==> src/rtl/regwrite_arbiter_if.sv <==
// Writeback bus between the three requesters, the register-file write port,
// the hazard logic (busy) and the optional read-bypass lookup.
interface regwrite_arbiter_if #(
  parameter int DATA_W = 32,
  parameter int ADDR_W = 5
);
  logic                       alu_valid, mem_valid, lnk_valid;
  logic [ADDR_W-1:0]          alu_addr,  mem_addr,  lnk_addr;
  logic [DATA_W-1:0]          alu_data,  mem_data,  lnk_data;
  logic                       alu_ready, mem_ready, lnk_ready;
  logic                       RegWrite;
  logic [ADDR_W-1:0]          writeReg;
  logic [DATA_W-1:0]          writeData;
  logic [(32'd1<<ADDR_W)-1:0] busy;
  logic [ADDR_W-1:0]          rd_addr1, rd_addr2;
  logic                       byp_hit1, byp_hit2;
  logic [DATA_W-1:0]          byp_data1, byp_data2;

  modport master (
    output alu_valid, mem_valid, lnk_valid, alu_addr, mem_addr, lnk_addr,
           alu_data, mem_data, lnk_data, rd_addr1, rd_addr2,
    input  alu_ready, mem_ready, lnk_ready, RegWrite, writeReg, writeData,
           busy, byp_hit1, byp_hit2, byp_data1, byp_data2
  );

  modport slave (
    input  alu_valid, mem_valid, lnk_valid, alu_addr, mem_addr, lnk_addr,
           alu_data, mem_data, lnk_data, rd_addr1, rd_addr2,
    output alu_ready, mem_ready, lnk_ready, RegWrite, writeReg, writeData,
           busy, byp_hit1, byp_hit2, byp_data1, byp_data2
  );
endinterface

==> src/rtl/regwrite_arbiter.sv <==
// Round-robin arbiter sharing the register-file write port among ALU/MEM/LNK
// holding slots. Define REGWRITE_BYPASS_EN to build the read-bypass compare logic.
module regwrite_arbiter #(
  parameter int DATA_W = 32,
  parameter int ADDR_W = 5
) (
  input  logic             clk,
  input  logic             reset,
  regwrite_arbiter_if.slave bus
);
  localparam int NSRC = 3;
  localparam int NREG = 32'd1 << ADDR_W;

  typedef logic [ADDR_W-1:0] addr_t;
  typedef logic [DATA_W-1:0] data_t;
  typedef logic [NREG-1:0]   vec_t;

  function automatic logic [1:0] inc3(input logic [1:0] x);
    logic [1:0] r;
    case (x)
      2'd0:    r = 2'd1;
      2'd1:    r = 2'd2;
      default: r = 2'd0;
    endcase
    return r;
  endfunction

  logic [NSRC-1:0] in_valid_s;
  addr_t           in_addr_s [NSRC];
  data_t           in_data_s [NSRC];

  logic [NSRC-1:0] slot_full_r;
  addr_t           slot_addr_r [NSRC];
  data_t           slot_data_r [NSRC];
  // older_r[i][j] set when slot i was accepted before slot j
  logic [NSRC-1:0] older_r    [NSRC];
  logic [NSRC-1:0] older_nx_s [NSRC];
  logic [1:0]      rr_r;
  logic            we_r;
  addr_t           wa_r;
  data_t           wd_r;

  logic [NSRC-1:0] blk_s, elig_s, grant_s, zero_s, ready_s, acc_s, stay_s;
  logic [1:0]      gidx_s, cand_s;
  logic            gvalid_s;
  vec_t            busy_s;

  assign in_valid_s   = {bus.lnk_valid, bus.mem_valid, bus.alu_valid};
  assign in_addr_s[0] = bus.alu_addr;
  assign in_addr_s[1] = bus.mem_addr;
  assign in_addr_s[2] = bus.lnk_addr;
  assign in_data_s[0] = bus.alu_data;
  assign in_data_s[1] = bus.mem_data;
  assign in_data_s[2] = bus.lnk_data;

  // WAW ordering: a slot waits while an older full slot targets the same register
  always_comb begin
    blk_s  = '0;
    zero_s = '0;
    for (int i = 0; i < NSRC; i++) begin
      zero_s[i] = (in_addr_s[i] == '0);
      for (int j = 0; j < NSRC; j++) begin
        blk_s[i] = blk_s[i] | (slot_full_r[j] & older_r[j][i] &
                               (slot_addr_r[j] == slot_addr_r[i]));
      end
    end
    elig_s = slot_full_r & ~blk_s;
  end

  // Round-robin scan starting at rr_r
  always_comb begin
    gvalid_s = 1'b0;
    gidx_s   = 2'd0;
    cand_s   = rr_r;
    for (int k = 0; k < NSRC; k++) begin
      if (!gvalid_s && elig_s[cand_s]) begin
        gvalid_s = 1'b1;
        gidx_s   = cand_s;
      end else begin
        gvalid_s = gvalid_s;
      end
      cand_s = inc3(cand_s);
    end
    grant_s = gvalid_s ? (3'b001 << gidx_s) : 3'b000;
  end

  // Handshake: r0 writes are swallowed, granted slots may refill on the same edge
  always_comb begin
    ready_s = zero_s | ~slot_full_r | grant_s;
    acc_s   = in_valid_s & ready_s & ~zero_s;
    stay_s  = slot_full_r & ~grant_s;
  end

  // Next age matrix: held entries stay older than new ones; same-cycle by index
  always_comb begin
    for (int i = 0; i < NSRC; i++) begin
      older_nx_s[i] = '0;
      for (int j = 0; j < NSRC; j++) begin
        if (acc_s[i] && acc_s[j]) begin
          older_nx_s[i][j] = (i < j);
        end else if (acc_s[i]) begin
          older_nx_s[i][j] = 1'b0;
        end else if (stay_s[i] && acc_s[j]) begin
          older_nx_s[i][j] = 1'b1;
        end else if (stay_s[i] && stay_s[j]) begin
          older_nx_s[i][j] = older_r[i][j];
        end else begin
          older_nx_s[i][j] = 1'b0;
        end
      end
    end
  end

  // Slots, age matrix, round-robin pointer and registered write stage
  always_ff @(posedge clk) begin
    if (reset) begin
      slot_full_r <= '0;
      for (int i = 0; i < NSRC; i++) begin
        slot_addr_r[i] <= '0;
        slot_data_r[i] <= '0;
        older_r[i]     <= '0;
      end
      rr_r <= 2'd0;
      we_r <= 1'b0;
      wa_r <= '0;
      wd_r <= '0;
    end else begin
      for (int i = 0; i < NSRC; i++) begin
        if (acc_s[i]) begin
          slot_full_r[i] <= 1'b1;
          slot_addr_r[i] <= in_addr_s[i];
          slot_data_r[i] <= in_data_s[i];
        end else if (grant_s[i]) begin
          slot_full_r[i] <= 1'b0;
        end
      end
      older_r <= older_nx_s;
      if (gvalid_s) begin
        rr_r <= inc3(gidx_s);
        we_r <= 1'b1;
        wa_r <= slot_addr_r[gidx_s];
        wd_r <= slot_data_r[gidx_s];
      end else begin
        we_r <= 1'b0;
      end
    end
  end

  // Busy vector for hazard detection; register 0 is never busy
  always_comb begin
    busy_s = '0;
    for (int i = 0; i < NSRC; i++) begin
      busy_s = busy_s | (slot_full_r[i] ? (vec_t'(1'b1) << slot_addr_r[i]) : '0);
    end
    busy_s    = busy_s | (we_r ? (vec_t'(1'b1) << wa_r) : '0);
    busy_s[0] = 1'b0;
  end

  assign bus.alu_ready = ready_s[0];
  assign bus.mem_ready = ready_s[1];
  assign bus.lnk_ready = ready_s[2];
  assign bus.RegWrite  = we_r;
  assign bus.writeReg  = wa_r;
  assign bus.writeData = wd_r;
  assign bus.busy      = busy_s;

`ifdef REGWRITE_BYPASS_EN
  addr_t           rd_s     [2];
  logic [NSRC-1:0] match_s  [2];
  logic [NSRC-1:0] yng_s    [2];
  data_t           bd_s     [2];
  logic [1:0]      hit_s, wmatch_s;

  assign rd_s[0] = bus.rd_addr1;
  assign rd_s[1] = bus.rd_addr2;

  // Youngest matching slot wins; the write stage counts as oldest
  always_comb begin
    hit_s    = '0;
    wmatch_s = '0;
    for (int p = 0; p < 2; p++) begin
      match_s[p]  = '0;
      yng_s[p]    = '0;
      bd_s[p]     = '0;
      wmatch_s[p] = we_r & (wa_r == rd_s[p]) & (rd_s[p] != '0);
      for (int i = 0; i < NSRC; i++) begin
        match_s[p][i] = slot_full_r[i] & (slot_addr_r[i] == rd_s[p]) & (rd_s[p] != '0);
      end
      for (int i = 0; i < NSRC; i++) begin
        yng_s[p][i] = match_s[p][i];
        for (int j = 0; j < NSRC; j++) begin
          yng_s[p][i] = yng_s[p][i] & ~(match_s[p][j] & older_r[i][j]);
        end
        bd_s[p] = bd_s[p] | (yng_s[p][i] ? slot_data_r[i] : '0);
      end
      hit_s[p] = (|match_s[p]) | wmatch_s[p];
      bd_s[p]  = (|match_s[p]) ? bd_s[p] : (wmatch_s[p] ? wd_r : '0);
    end
  end

  assign bus.byp_hit1  = hit_s[0];
  assign bus.byp_hit2  = hit_s[1];
  assign bus.byp_data1 = bd_s[0];
  assign bus.byp_data2 = bd_s[1];
`else
  assign bus.byp_hit1  = 1'b0;
  assign bus.byp_hit2  = 1'b0;
  assign bus.byp_data1 = '0;
  assign bus.byp_data2 = '0;
`endif
endmodule

==> src/flat_wrapper.sv <==
// flat-port wrapper written by rule: the top's interface ports become plain ports
module regwrite_arbiter_flat 
#(
  parameter int DATA_W = 32,
  parameter int ADDR_W = 5
)
  (clk, reset, bus_alu_valid, bus_mem_valid, bus_lnk_valid, bus_alu_addr, bus_mem_addr, bus_lnk_addr, bus_alu_data, bus_mem_data, bus_lnk_data, bus_rd_addr1, bus_rd_addr2, bus_alu_ready, bus_mem_ready, bus_lnk_ready, bus_RegWrite, bus_writeReg, bus_writeData, bus_busy, bus_byp_hit1, bus_byp_hit2, bus_byp_data1, bus_byp_data2);
  regwrite_arbiter_if #(.DATA_W(DATA_W), .ADDR_W(ADDR_W)) bus_i ();
  input  logic clk;
  input  logic reset;
  input wire logic [$bits(bus_i.alu_valid)-1:0] bus_alu_valid;
  input wire logic [$bits(bus_i.mem_valid)-1:0] bus_mem_valid;
  input wire logic [$bits(bus_i.lnk_valid)-1:0] bus_lnk_valid;
  input wire logic [$bits(bus_i.alu_addr)-1:0] bus_alu_addr;
  input wire logic [$bits(bus_i.mem_addr)-1:0] bus_mem_addr;
  input wire logic [$bits(bus_i.lnk_addr)-1:0] bus_lnk_addr;
  input wire logic [$bits(bus_i.alu_data)-1:0] bus_alu_data;
  input wire logic [$bits(bus_i.mem_data)-1:0] bus_mem_data;
  input wire logic [$bits(bus_i.lnk_data)-1:0] bus_lnk_data;
  input wire logic [$bits(bus_i.rd_addr1)-1:0] bus_rd_addr1;
  input wire logic [$bits(bus_i.rd_addr2)-1:0] bus_rd_addr2;
  output wire logic [$bits(bus_i.alu_ready)-1:0] bus_alu_ready;
  output wire logic [$bits(bus_i.mem_ready)-1:0] bus_mem_ready;
  output wire logic [$bits(bus_i.lnk_ready)-1:0] bus_lnk_ready;
  output wire logic [$bits(bus_i.RegWrite)-1:0] bus_RegWrite;
  output wire logic [$bits(bus_i.writeReg)-1:0] bus_writeReg;
  output wire logic [$bits(bus_i.writeData)-1:0] bus_writeData;
  output wire logic [$bits(bus_i.busy)-1:0] bus_busy;
  output wire logic [$bits(bus_i.byp_hit1)-1:0] bus_byp_hit1;
  output wire logic [$bits(bus_i.byp_hit2)-1:0] bus_byp_hit2;
  output wire logic [$bits(bus_i.byp_data1)-1:0] bus_byp_data1;
  output wire logic [$bits(bus_i.byp_data2)-1:0] bus_byp_data2;
  assign bus_i.alu_valid = bus_alu_valid;
  assign bus_i.mem_valid = bus_mem_valid;
  assign bus_i.lnk_valid = bus_lnk_valid;
  assign bus_i.alu_addr = bus_alu_addr;
  assign bus_i.mem_addr = bus_mem_addr;
  assign bus_i.lnk_addr = bus_lnk_addr;
  assign bus_i.alu_data = bus_alu_data;
  assign bus_i.mem_data = bus_mem_data;
  assign bus_i.lnk_data = bus_lnk_data;
  assign bus_i.rd_addr1 = bus_rd_addr1;
  assign bus_i.rd_addr2 = bus_rd_addr2;
  assign bus_alu_ready = bus_i.alu_ready;
  assign bus_mem_ready = bus_i.mem_ready;
  assign bus_lnk_ready = bus_i.lnk_ready;
  assign bus_RegWrite = bus_i.RegWrite;
  assign bus_writeReg = bus_i.writeReg;
  assign bus_writeData = bus_i.writeData;
  assign bus_busy = bus_i.busy;
  assign bus_byp_hit1 = bus_i.byp_hit1;
  assign bus_byp_hit2 = bus_i.byp_hit2;
  assign bus_byp_data1 = bus_i.byp_data1;
  assign bus_byp_data2 = bus_i.byp_data2;
  regwrite_arbiter #(.DATA_W(DATA_W), .ADDR_W(ADDR_W)) u_core (.clk(clk), .reset(reset), .bus(bus_i));
endmodule
==> config.mk <==
export PLATFORM = sky130hd
export DESIGN_NAME = regwrite_arbiter_flat
export DESIGN_NICKNAME = d
export VERILOG_FILES = /design/src/rtl/regwrite_arbiter_if.sv /design/src/rtl/regwrite_arbiter.sv /design/src/flat_wrapper.sv
export SDC_FILE = /design/constraint.sdc
export NUM_CORES = 1
export LEC_CHECK = 0
export CORE_UTILIZATION = 29
export DETAILED_ROUTE_END_ITERATION = 10
export HOLD_SLACK_MARGIN = 0.03
export SETUP_SLACK_MARGIN = 0.4
export SLEW_MARGIN = 15
export SYNTH_ARGS = -nofsm -noshare
export SYNTH_HDL_FRONTEND = slang
export SYNTH_SLANG_ARGS = --single-unit
==> constraint.sdc <==
create_clock -name clk -period 4.4 [get_ports clk]
set_input_delay 0.66 -clock clk [delete_from_list [all_inputs] [get_ports clk]]
set_output_delay 0.66 -clock clk [all_outputs]
set_load 0.005 [all_outputs]
# Word-level counts from Yosys, hierarchy flattened
# Memory sizes are Yosys's and may differ from the RTL's. A register that Yosys moved wholly into a read port is not among the register bits.
# Index checks and enable logic that the tools add are counted.
dict set report totals {
  ff_bits 15
  input_bits 126
  output_inout_bits 139
  n_memories 2
  mem_bits_rw 111
}
dict set report classes {
  bitwise_logic 40
  shift 5
  eq_ne 18
  n_reduce_logical 34
  magnitude_cmp 3
  muxes 65
}
# name words word_bits read_ports rd_clocked_by_memory_dff write_ports line
set mem_list {}
lappend mem_list {u_core.slot_data_r 3 32 1 1 3 regwrite_arbiter.sv:34} ;# data_t slot_data_r [NSRC];
lappend mem_list {u_core.slot_addr_r 3 5 4 1 3 regwrite_arbiter.sv:33} ;# addr_t slot_addr_r [NSRC];
# cell n
set ops {}
lappend ops {{32-bit 2-to-1 mux} 7}
lappend ops {{1-bit by 5-bit left shift with 32-bit output (first input constant)} 4}
lappend ops {{32-bit bitwise OR} 3}
lappend ops {{1-bit 2-to-1 mux} 45}
lappend ops {{5-bit equality test} 6}
lappend ops {{1-bit logical AND} 17}
lappend ops {{1-bit AND} 15}
lappend ops {{5-bit zero test} 3}
lappend ops {{5-bit 2-to-1 mux} 3}
lappend ops {{3-bit AND} 4}
lappend ops {{2-bit inequality test (second input constant)} 6}
lappend ops {{4-bit by 1-bit inequality test with 1-bit output (second input constant)} 3}
lappend ops {{3-bit inverter} 4}
lappend ops {{1-bit bitwise OR} 12}
lappend ops {{2-bit case mux with 2 select lines} 3}
lappend ops {{2-bit by 3-bit less-than comparator with 1-bit output (second input constant)} 3}
lappend ops {{3-bit OR reduction} 3}
lappend ops {{1-bit binary-select mux with 2-bit select} 3}
lappend ops {{2-bit by 1-bit equality test with 1-bit output (second input constant)} 3}
lappend ops {{2-bit zero test} 3}
lappend ops {{2-bit 2-to-1 mux} 3}
lappend ops {{3-bit bitwise OR} 2}
lappend ops {{2-bit nonzero test} 3}
lappend ops {{2-bit OR reduction} 3}
lappend ops {{3 further kinds} 4}

# Longest topological paths before layout
# Gate-level depths: netlist (run 1).
# An unclocked memory read counts as a cell.
dict set report depth {
  depth_word 25
  mapped_depth 11
  ltp_nobuf 7
}

# Least setup slack after synthesis (run 1)
# OpenSTA, ideal clock, no wires.
dict set report synth_timing {
  path_kind {register to register}
  startpoint {memory u_core.slot_addr_r[2][3] in the netlist's numbering}
  endpoint {memory u_core.slot_addr_r[0][0] in the netlist's numbering (enable)}
  n_path_buf 2
  t_arrival_ps 2906
  slack_ps 1094
  stages_incl_launch_ff 10
  cell_sequence {edfxtp_1 clkbuf_1 xnor2_2 nand3_2 o311a_4 and4b_1 buf_6 o31ai_1 nand2_1 nand2b_1}
}
# item line
set synth_rtl {}
lappend synth_rtl {{start: declaration} regwrite_arbiter.sv:33}

==> flow_results.org, run 1 <==
** Run status
- Run status :: finished clean

** Final layout
- Registers take about 0.0044 mm2.
- Layout cell share with drive strength beyond 1 :: 17.8%
- Antenna cell count :: 0
- The multi-input combinational cells in the finished layout cover a total of around 0.004 mm2.
- The finished layout holds about 1400 standard cells, fillers aside.
- The area growth from synthesis to layout is 28.9%.
- Number of nets in the layout :: approximately 1100
- Layout filler cell count :: roughly 3000

** Power and ir drop
- Power density relative to cell area :: 364 mW/mm2
- Sequential cells burn 45.2% of the power.
- Switching Fraction :: 27.7%
- Worst IR Drop VDD :: between 0.2 and 0.3 mV
- In this run, the clock network consumes roughly a third of the power.
- Internal power :: around 3000 uW
- Comb power frac :: between 10% and 20%
- Cell leakage power :: approximately 0.004 uW
- Psw :: about 1200 uW

** CTS
- Clock tree from TritonCTS :: built
- In this run the post-CTS setup repair buffer count came out at 0.
- Buffers inserted to repair hold after CTS numbered 0.
- After clock tree synthesis, the clock-pin slew on the worst setup and hold paths is 0.07 ns.
- CTS resizes :: 0
- The clock passes through at most 2 buffers.
- Num Clock Sinks :: around 160
- The tree is rooted in a sky130_fd_sc_hd__clkbuf_16.
- Source-to-sink clock delay at the later pin of the worst-skew pair :: 0.42 ns
- Depth of the CTS H-tree :: 4
- In this run, CTS created clock tree buffers numbering 17.

** Yosys
- After synthesis the cells add up to 0.00907 mm2.
- Post-Syn Area per Cell :: 11.3 um2
- Async set-reset flop share out of synthesis :: 0%
- Counting every instance in the synthesized netlist gives 805.
- Among all cell types in the netlist, the one instantiated most often is sky130_fd_sc_hd__edfxtp_1.
- Sequential cells were found to cover between 40% and 50% of the synthesized design area.
- Flip-flop and latch count after synthesis :: 163
- Largest area contributor in the netlist :: sky130_fd_sc_hd__edfxtp_1
- Unique cell type count in the Yosys netlist :: between 60 and 70
- In the synthesized netlist the dominant register cell turns out to be sky130_fd_sc_hd__edfxtp_1.
- Warnings, synthesis :: 0
- Synth top area share :: between 30% and 40%
- In this run, synthesis inferred between 100 and 150 flip-flops with an integrated enable.
- The commonest cells after synthesis are 111 x sky130_fd_sc_hd__edfxtp_1, 90 x sky130_fd_sc_hd__nor3b_2, 67 x sky130_fd_sc_hd__buf_4, 52 x sky130_fd_sc_hd__dfxtp_1, 51 x sky130_fd_sc_hd__nand2_1.
- Top cells by area in the synthesized netlist :: sky130_fd_sc_hd__edfxtp_1 37%, sky130_fd_sc_hd__nor3b_2 12%, sky130_fd_sc_hd__dfxtp_1 11%

** Timing
- For the pin with the worst max-slew slack, the measured transition is about 0.83 ns.
- Final clock period utilization by the worst path :: 86.9%
- In the post-route analysis, the smallest setup slack over all paths is approximately 0.58 ns.
- Setup violations remaining at the end of the flow were counted as 0.
- The final number of hold-violating endpoints was 0.
- The worst pin sits at a relative slew slack of around 44%.
- Max-slew violation count :: 0
- For the final database, setup skew stands at 0.0130 ns.
- Final min period :: about 3.8 ns
- Max frequency :: between 200 and 300 MHz
- Unrepaired setup endpoints after global routing :: false
- Sum of negative setup slack :: 0 ns

** Drt
- Routed Wire Length :: between 20000 and 30000 um
- 1st-iter DRT viols :: roughly 640
- In the final routed layout, each cell accounts on average for just under 20 um.
- The count of nets left with antenna violations once routing finished came out at 0.
- The detailed router placed 7087 vias in this run.
- The first TritonRoute pass finished after 5 iterations.
- After detailed routing, the number of remaining DRC violations is 0.
- In the routed layout, each cell is associated on average with a via count of around 5.2.

** GRT
- For this run the aggregate overflow at the end of global routing stands at 0.
- Global routing consumed, on the met3 layer, ~5.4% of the routing resources.
- Global route hottest layer :: met2
- Largest net degree at the start of global routing :: 66
- Gr usage total :: about 17%
- Number of antenna violations at the first check in global routing :: 2
- Global routing used about 28% of the available met2 tracks.
- The first global-routing pass estimated 40600 um of wire.
- Routing usage on met1 :: between 20% and 30%
- The number of global-route vias before repair was roughly 6800.

** Hold path
- Endpoint, Worst Hold :: u_core.bus.writeData[3]
- Cells on Worst Hold Path :: 2
- Hold crit path type :: flip-flop to flip-flop
- The startpoint identified for the worst hold timing path is u_core.slot_data_r[0][3].

** Setup path
- Measured in cells, the most critical reg-to-reg path has a length of 8.
- CP startpoint kind :: flip-flop
- At the worst endpoint, the arrival time is approximately 3.2 ns.
- Max FO, Critical Path :: 8
- Critical R2R Launch :: u_core.slot_addr_r[0][2]
- Crit. End Element :: output port
- Critical setup path kind :: flip-flop to output port
- R2R setup slack :: just over 0.9 ns
- Worst R2R End :: u_core.slot_data_r[0][2]
- Data required, critical path :: roughly 3.7 ns
- In this run the worst setup path begins at u_core.slot_addr_r[0][2].

** Floorplan
- Starting density of the core :: 29.6%
- The die covers between 0.03 and 0.04 mm2.
- From bottom edge to top edge, the die measures between 150 and 200 um.
- From left edge to right edge, the die measures 179 um.
- The floorplan has 64 rows.
- Top-Level Pins :: 265
- In this run the standard cell core region covers 0.0307 mm2.

** Placement
- Routability-driven placement finished with a final weighted congestion of 0.869.
- IO Port Bufs :: about 190
- After legalization and detailed placement, the total HPWL measured about 18000 um.
- Dpl ws :: approximately 0.84 ns
- In this run, placement finished with an instance count of 1331.

** Run
- The tool flagged a number of max-cap violations equal to 0.
[how the worst max path moves through the flow]
stage / cells after the start / slack [ns] / to
5_1_grt: 7 / 0.41 / bus_mem_ready
3_3_place_gp: 8 / 0.86 / u_core.slot_data_r[0][0]
6_report: 7 / 0.58 / bus_alu_ready
2_1_floorplan: 9 / 1.09 / u_core.slot_addr_r[0][0]
4_1_cts: 7 / 0.50 / bus_alu_ready
3_5_place_dp: 8 / 0.84 / u_core.slot_addr_r[0][4]
[area by class of cell]
class / instances / share of cell area (%)
Sequential cell: 163 / 37.4
Multi-Input combinational cell: 560 / 34.8
Timing Repair Buffer: 217 / 18.4
Tap cell: 396 / 4.24
Clock buffer: 18 / 3.76
Clock inverter: 14 / 1.28
Inverter: 4 / 0.128
[state kept, by name, summed over array words and instances, names as in the netlist]
signal,count
u_core.older_r,9
u_core.slot_full_r,3
u_core.slot_data_r,96
u_core.bus.writeData,32
u_core.rr_r,2
u_core.slot_addr_r,15
u_core.bus.RegWrite,1
u_core.bus.writeReg,5
[metal layers]
metal	vias to the layer above	share of wire, %
met5	-	0.10
met4	4	0.76
met3	16	9.6
met2	365	47
met1	3458	42
li1	3244	-
[power by group through the flow]
stage | Combinational (uW) | Sequential [uW] | Clock, uW
after floorplan | 541 | 1890 | 0
after global placement | 822 | 1960 | 0
after detailed placement | 827 | 1960 | 0
after CTS | 831 | 1930 | 1530
after global routing | 924 | 1940 | 1580
final | 844 | 1920 | 1490
[worst max-delay path, cell delays in order (launching register included)]
cell	delay [ns]
sky130_fd_sc_hd__edfxtp_1	0.55
sky130_fd_sc_hd__xnor2_1	0.25
sky130_fd_sc_hd__nand3_2	0.14
sky130_fd_sc_hd__o311a_4	0.42
sky130_fd_sc_hd__and4b_1	0.29
sky130_fd_sc_hd__o31a_1	0.42
sky130_fd_sc_hd__nand2_1	0.15
sky130_fd_sc_hd__clkdlybuf4s50_1	0.52
[cell families after synthesis]
family,synth area share (%)
compound gates,14.8
xor+xnor,1.61
buf+inv,10.0
flops,48.2
mux,0.110
other cells,0.0414
simple gates,25.2
[placed cells by master (no fill, tap or decap), drive strengths merged, types with 13 or more instances in the layout]
master	Yosys	final
a211oi	24	24
a21oi	16	16
a221o	13	13
a221oi	23	23
a222oi	15	15
buf	96	31
clkbuf	48	18
clkdlybuf4s50	0	186
conb	1	67
dfxtp	52	52
edfxtp	111	111
nand2	51	51
nand3	30	30
nor2	50	50
nor3	16	16
nor3b	121	121
o21ai	15	15
o22ai	14	14
[metrics by stage]
step	hold slack, ns	util (%)	total power [uW]	cell area [um2]
after global placement	0.427	36.0	2780	11000
after CTS	0.451	37.9	4290	11600
after floorplan	0.418	-	2440	9320
final	0.445	38.1	4250	11700
after global routing	0.461	38.1	4450	11700
after detailed placement	0.432	36.0	2790	11000
Power figures use the tool's default switching activity.
==> run 2: changes to the inputs <==
--- a/config.mk
+++ b/config.mk
@@ -9,4 +9,5 @@
 export DETAILED_ROUTE_END_ITERATION = 10
 export HOLD_SLACK_MARGIN = 0.03
+export PLACE_DENSITY = 0.5
 export SETUP_SLACK_MARGIN = 0.4
 export SLEW_MARGIN = 15
==> constraint.sdc (replaced) <==
create_clock -name clk -period 4.4 [get_ports clk]
set_input_delay 0.66 -clock clk [delete_from_list [all_inputs] [get_ports clk]]
set_output_delay 0.66 -clock clk [all_outputs]
set_load 0.02 [all_outputs]
==> run 2 against run 1 <==
- sequential cell count did not move
- maximum frequency fell by 0.67%
- register-to-register slack improved by 0.05 ns
- sequential power barely moved
- die area did not move
- clock skew fell by 0.0023 ns
- cell area rose by 1.0%
- cell count rose by 0.66%
- first-iteration DRC count fell by 13%
- largest power group unchanged
==> flow_results.org, run 2 (same netlist as run 1, synthesis figures left out) <==
** Placement
- The number of input and output port buffers inserted was 187 (unchanged).
- The routability congestion estimate is 0.841 (-3.3%).
- Dpl ws :: 0.879 ns (+0.0356 ns)
- Total half-perimeter wirelength after legalization and detailed placement :: 17400 um (-0.70%)
- Placed Instances :: 1327 (-0.30%)
- Cell Area, Placed :: 0.0110 mm2 (-0.27%)

** Setup path
- Crit. End Element :: output port
- The largest individual stage delay along the critical path comes from the cell sky130_fd_sc_hd__clkdlybuf4s50_1.
- Worst R2R End :: u_core.slot_data_r[0][12]
- The top fanout value on the critical path came to 8 (unchanged).
- Among cell families on the critical path, the largest total delay comes from compound AO/OA/AOI/OAI gates.
- Cell Chain, Critical Path :: buf_4 > xor2_1 > nor2_1 > a41oi_2 > a32o_1 > o31a_1 > nand2_1 > clkdlybuf4s50_1
- The worst setup path is launched from a flip-flop.
- WP buf/inv :: 2 (+1)
- Critical R2R Launch :: u_core.slot_addr_r[2][1]
- The critical path is of the flip-flop to output port type.
- The cell count along the critical path is 8 (+1).
- Worst stage delay on the critical path :: 0.62 ns (+0.07 ns)
- The cell depth of the worst flop-to-flop path is 8 (unchanged).
- R2R setup slack :: 0.97 ns (+0.05 ns)
- Data arrival time of the worst path :: 3.19 ns (+0.03 ns)
- The worst endpoint required time is 3.74 ns (about the same).

** Timing
- The final setup slack of the worst path came to 0.552 ns (-0.0257 ns).
- Sum of negative setup slack :: 0 ns (unchanged)
- The shortest period the worst path allows came to 3.85 ns (+0.0257 ns).
- The transition time at the pin with the least slew margin was 1.11 ns (+0.272 ns).
- Worst slew margin :: 26.2% (-18 points)
- Skew final :: 0.0106 ns (-0.00234 ns)
- The final-report setup violation count came to 0 (unchanged).
- The final clock period utilization by the worst path was 87.5% (+0.58 points).
- Unrepaired setup endpoints after global routing :: true
- The final number of hold-violating endpoints came to 0 (unchanged).
- Max frequency :: 260 MHz (-0.67%)
- Max-slew violation count :: 0 (unchanged)

** Floorplan
- Top-Level Pins :: 265 (unchanged)
- The full die area came to 0.0320 mm2 (unchanged).
- The vertical die dimension came to 179 um (unchanged).
- Floorplan row count :: 64 (unchanged)
- Die X-Extent :: 179 um (unchanged)
- Core Area :: 0.0307 mm2 (unchanged)
- The initial core utilization came to 29.6% (unchanged).

** CTS
- Num Clock Sinks :: 163 (unchanged)
- Depth of the CTS H-tree :: 4 (unchanged)
- The maximum buffer depth of the clock tree was 2 (unchanged).
- Clock tree from TritonCTS :: built
- In this run the clock root is driven by a sky130_fd_sc_hd__clkbuf_16.
- The TritonCTS buffer count came to 17 (unchanged).
- The clock latency reported for the late side of the worst-skew pair is 0.43 ns (about the same).
- Hold-fix buffer count after cts :: 0 (unchanged)
- Clock-pin slew on the worst setup and hold paths :: 0.07 ns (about the same)

** Final layout
- The non-filler instance count after layout came to 1381 (+0.66%).
- Largest reg by FF count :: u_core.slot_data_r
- Layout cell share with drive strength beyond 1 :: 18.7% (+0.87 points)
- The cell area after layout is 0.0118 mm2 (+1.0%).
- The net count of the finished layout came to 1097 (+0.73%).
- Top library cells by usage in the layout, fill and taps aside :: 185 x sky130_fd_sc_hd__clkdlybuf4s50_1, 111 x sky130_fd_sc_hd__edfxtp_1, 90 x sky130_fd_sc_hd__nor3b_2, 67 x sky130_fd_sc_hd__conb_1, 52 x sky130_fd_sc_hd__dfxtp_1
- The area growth from synthesis to layout is 30.2%.
- Most frequent standard cell in the layout excluding fill and tap cells :: sky130_fd_sc_hd__clkdlybuf4s50_1
- The number of flip-flops in the largest register came to 96 (unchanged).

** Power and ir drop
- The switching power summed over all nets is 1330 uW (+13%).
- The reported leakage power came to 0.00415 uW (+1.8%).
- The share of total power consumed by net switching was 29.7% (+2.0 points).
- The internal power contribution was 3140 uW (+2.3%).
- The part of the power in registers is 42.8% (-2.4 points).
- Comb power frac :: 21.5% (+1.6 points)
- The clock network fraction of design power came to 35.8% (+0.9 points).
- The peak ir drop on the vdd network is 0.243 mV (-11%).
- The power density over cell area is 379 mW/mm2 (+4.1%).
- The total power consumption of the routed design came to 4470 uW (+5.1%).

** Hold path
- Hold crit path type :: flip-flop to flip-flop
- The number of cells on the worst hold path was 2 (unchanged).
- Hold path startpoint :: u_core.slot_data_r[0][12]
- Endpoint, Worst Hold :: u_core.bus.writeData[12]

** GRT
- Wire length of the first global-routing pass :: 40100 um (-1.4%)
- Largest net degree at the start of global routing :: 102 (+55%)
- The total routing usage reported by global routing came to 16.7% (-0.085 points).
- The number of global-route vias before repair was 6761 (-1.2%).
- Number of antenna violations at the first check in global routing :: 5 (+3)
- Gr ovfl total :: 0 (unchanged)

** Drt
- DRC Markers :: 0 (unchanged)
- Avg Vias per Cell :: 5.08 (-1.6%)
- 1st-iter DRT viols :: 555 (-13%)
- Via Count :: 7021 (-0.93%)
- Number of iterations in the first detailed-routing pass :: 5 (unchanged)
- The number of nets still failing antenna checks after routing came to 0 (unchanged).
- The routed length per placed instance was 19.4 um (about the same).
- The final routed wirelength across all metal layers came to 26700 um (+0.70%).

** Run status
- The run finished with clean final reports.

** Run
- The max-cap violation count came to 0 (unchanged).
-- run 2: routing by layer --
metal  share of wire (%)  GRT usage [%]
met2                  46           27.2
met1                  42           20.8
met3                 9.2           5.58
met4                 1.8           5.26
met5                0.19              0
-- run 2: worst max-delay path by stage --
stage	slack, ns	from	endpoint
6_report	0.55	u_core.slot_addr_r[0][2]	bus_alu_ready
5_1_grt	0.38	u_core.slot_addr_r[0][2]	bus_alu_ready
4_1_cts	0.40	u_core.slot_addr_r[0][2]	bus_mem_ready
3_5_place_dp	0.88	u_core.slot_addr_r[0][2]	bus_mem_ready
3_3_place_gp	0.90	u_core.slot_addr_r[2][2]	bus_mem_ready
2_1_floorplan	1.09	u_core.slot_addr_r[2][3]	u_core.slot_addr_r[0][0]
-- run 2: power groups by stage --
stage	Clock (uW)	Sequential [uW]	Combinational (uW)
finish	1600	1910	959
global route	1690	1930	1040
CTS	1640	1930	923
detailed placement	0	1960	920
global placement	0	1960	919
floorplan	0	1940	598
-- run 2: cell type report --
| cell class | instances | area [um2] |
|---|---|---|
| Multi-Input combinational cell | 560 | 4070 |
| Fill cell | 2975 | 18900 |
| Inverter | 4 | 15.0 |
| Antenna cell | 1 | 2.50 |
| Sequential cell | 163 | 4370 |
| Clock buffer | 17 | 425 |
| Timing Repair Buffer | 225 | 2210 |
| Tap cell | 396 | 495 |
| Clock inverter | 15 | 211 |
-- run 2: worst register-to-register path, stage by stage, from the launching register on --
cell	delay, ns
sky130_fd_sc_hd__edfxtp_1	0.57
sky130_fd_sc_hd__xnor2_1	0.23
sky130_fd_sc_hd__nand2_1	0.12
sky130_fd_sc_hd__o311a_4	0.40
sky130_fd_sc_hd__and4b_1	0.29
sky130_fd_sc_hd__o31ai_1	0.60
sky130_fd_sc_hd__nand2_1	0.22
sky130_fd_sc_hd__nand2b_2	0.40
sky130_fd_sc_hd__buf_12	0.28
-- run 2: repair_timing --
| action | in CTS | in global routing |
|---|---|---|
| buffers inserted | 0 | 21 |
| setup endpoints to repair | 0 | 2 |
| resized for setup | 0 | 2 |
-- run 2: through the flow --
stage / hold slack [ns] / utilization, %
global route: 0.467 / 38.5
CTS: 0.444 / 38.0
floorplan: 0.418 / -
detailed placement: 0.431 / 35.9
finish: 0.439 / 38.5
global placement: 0.426 / 35.9
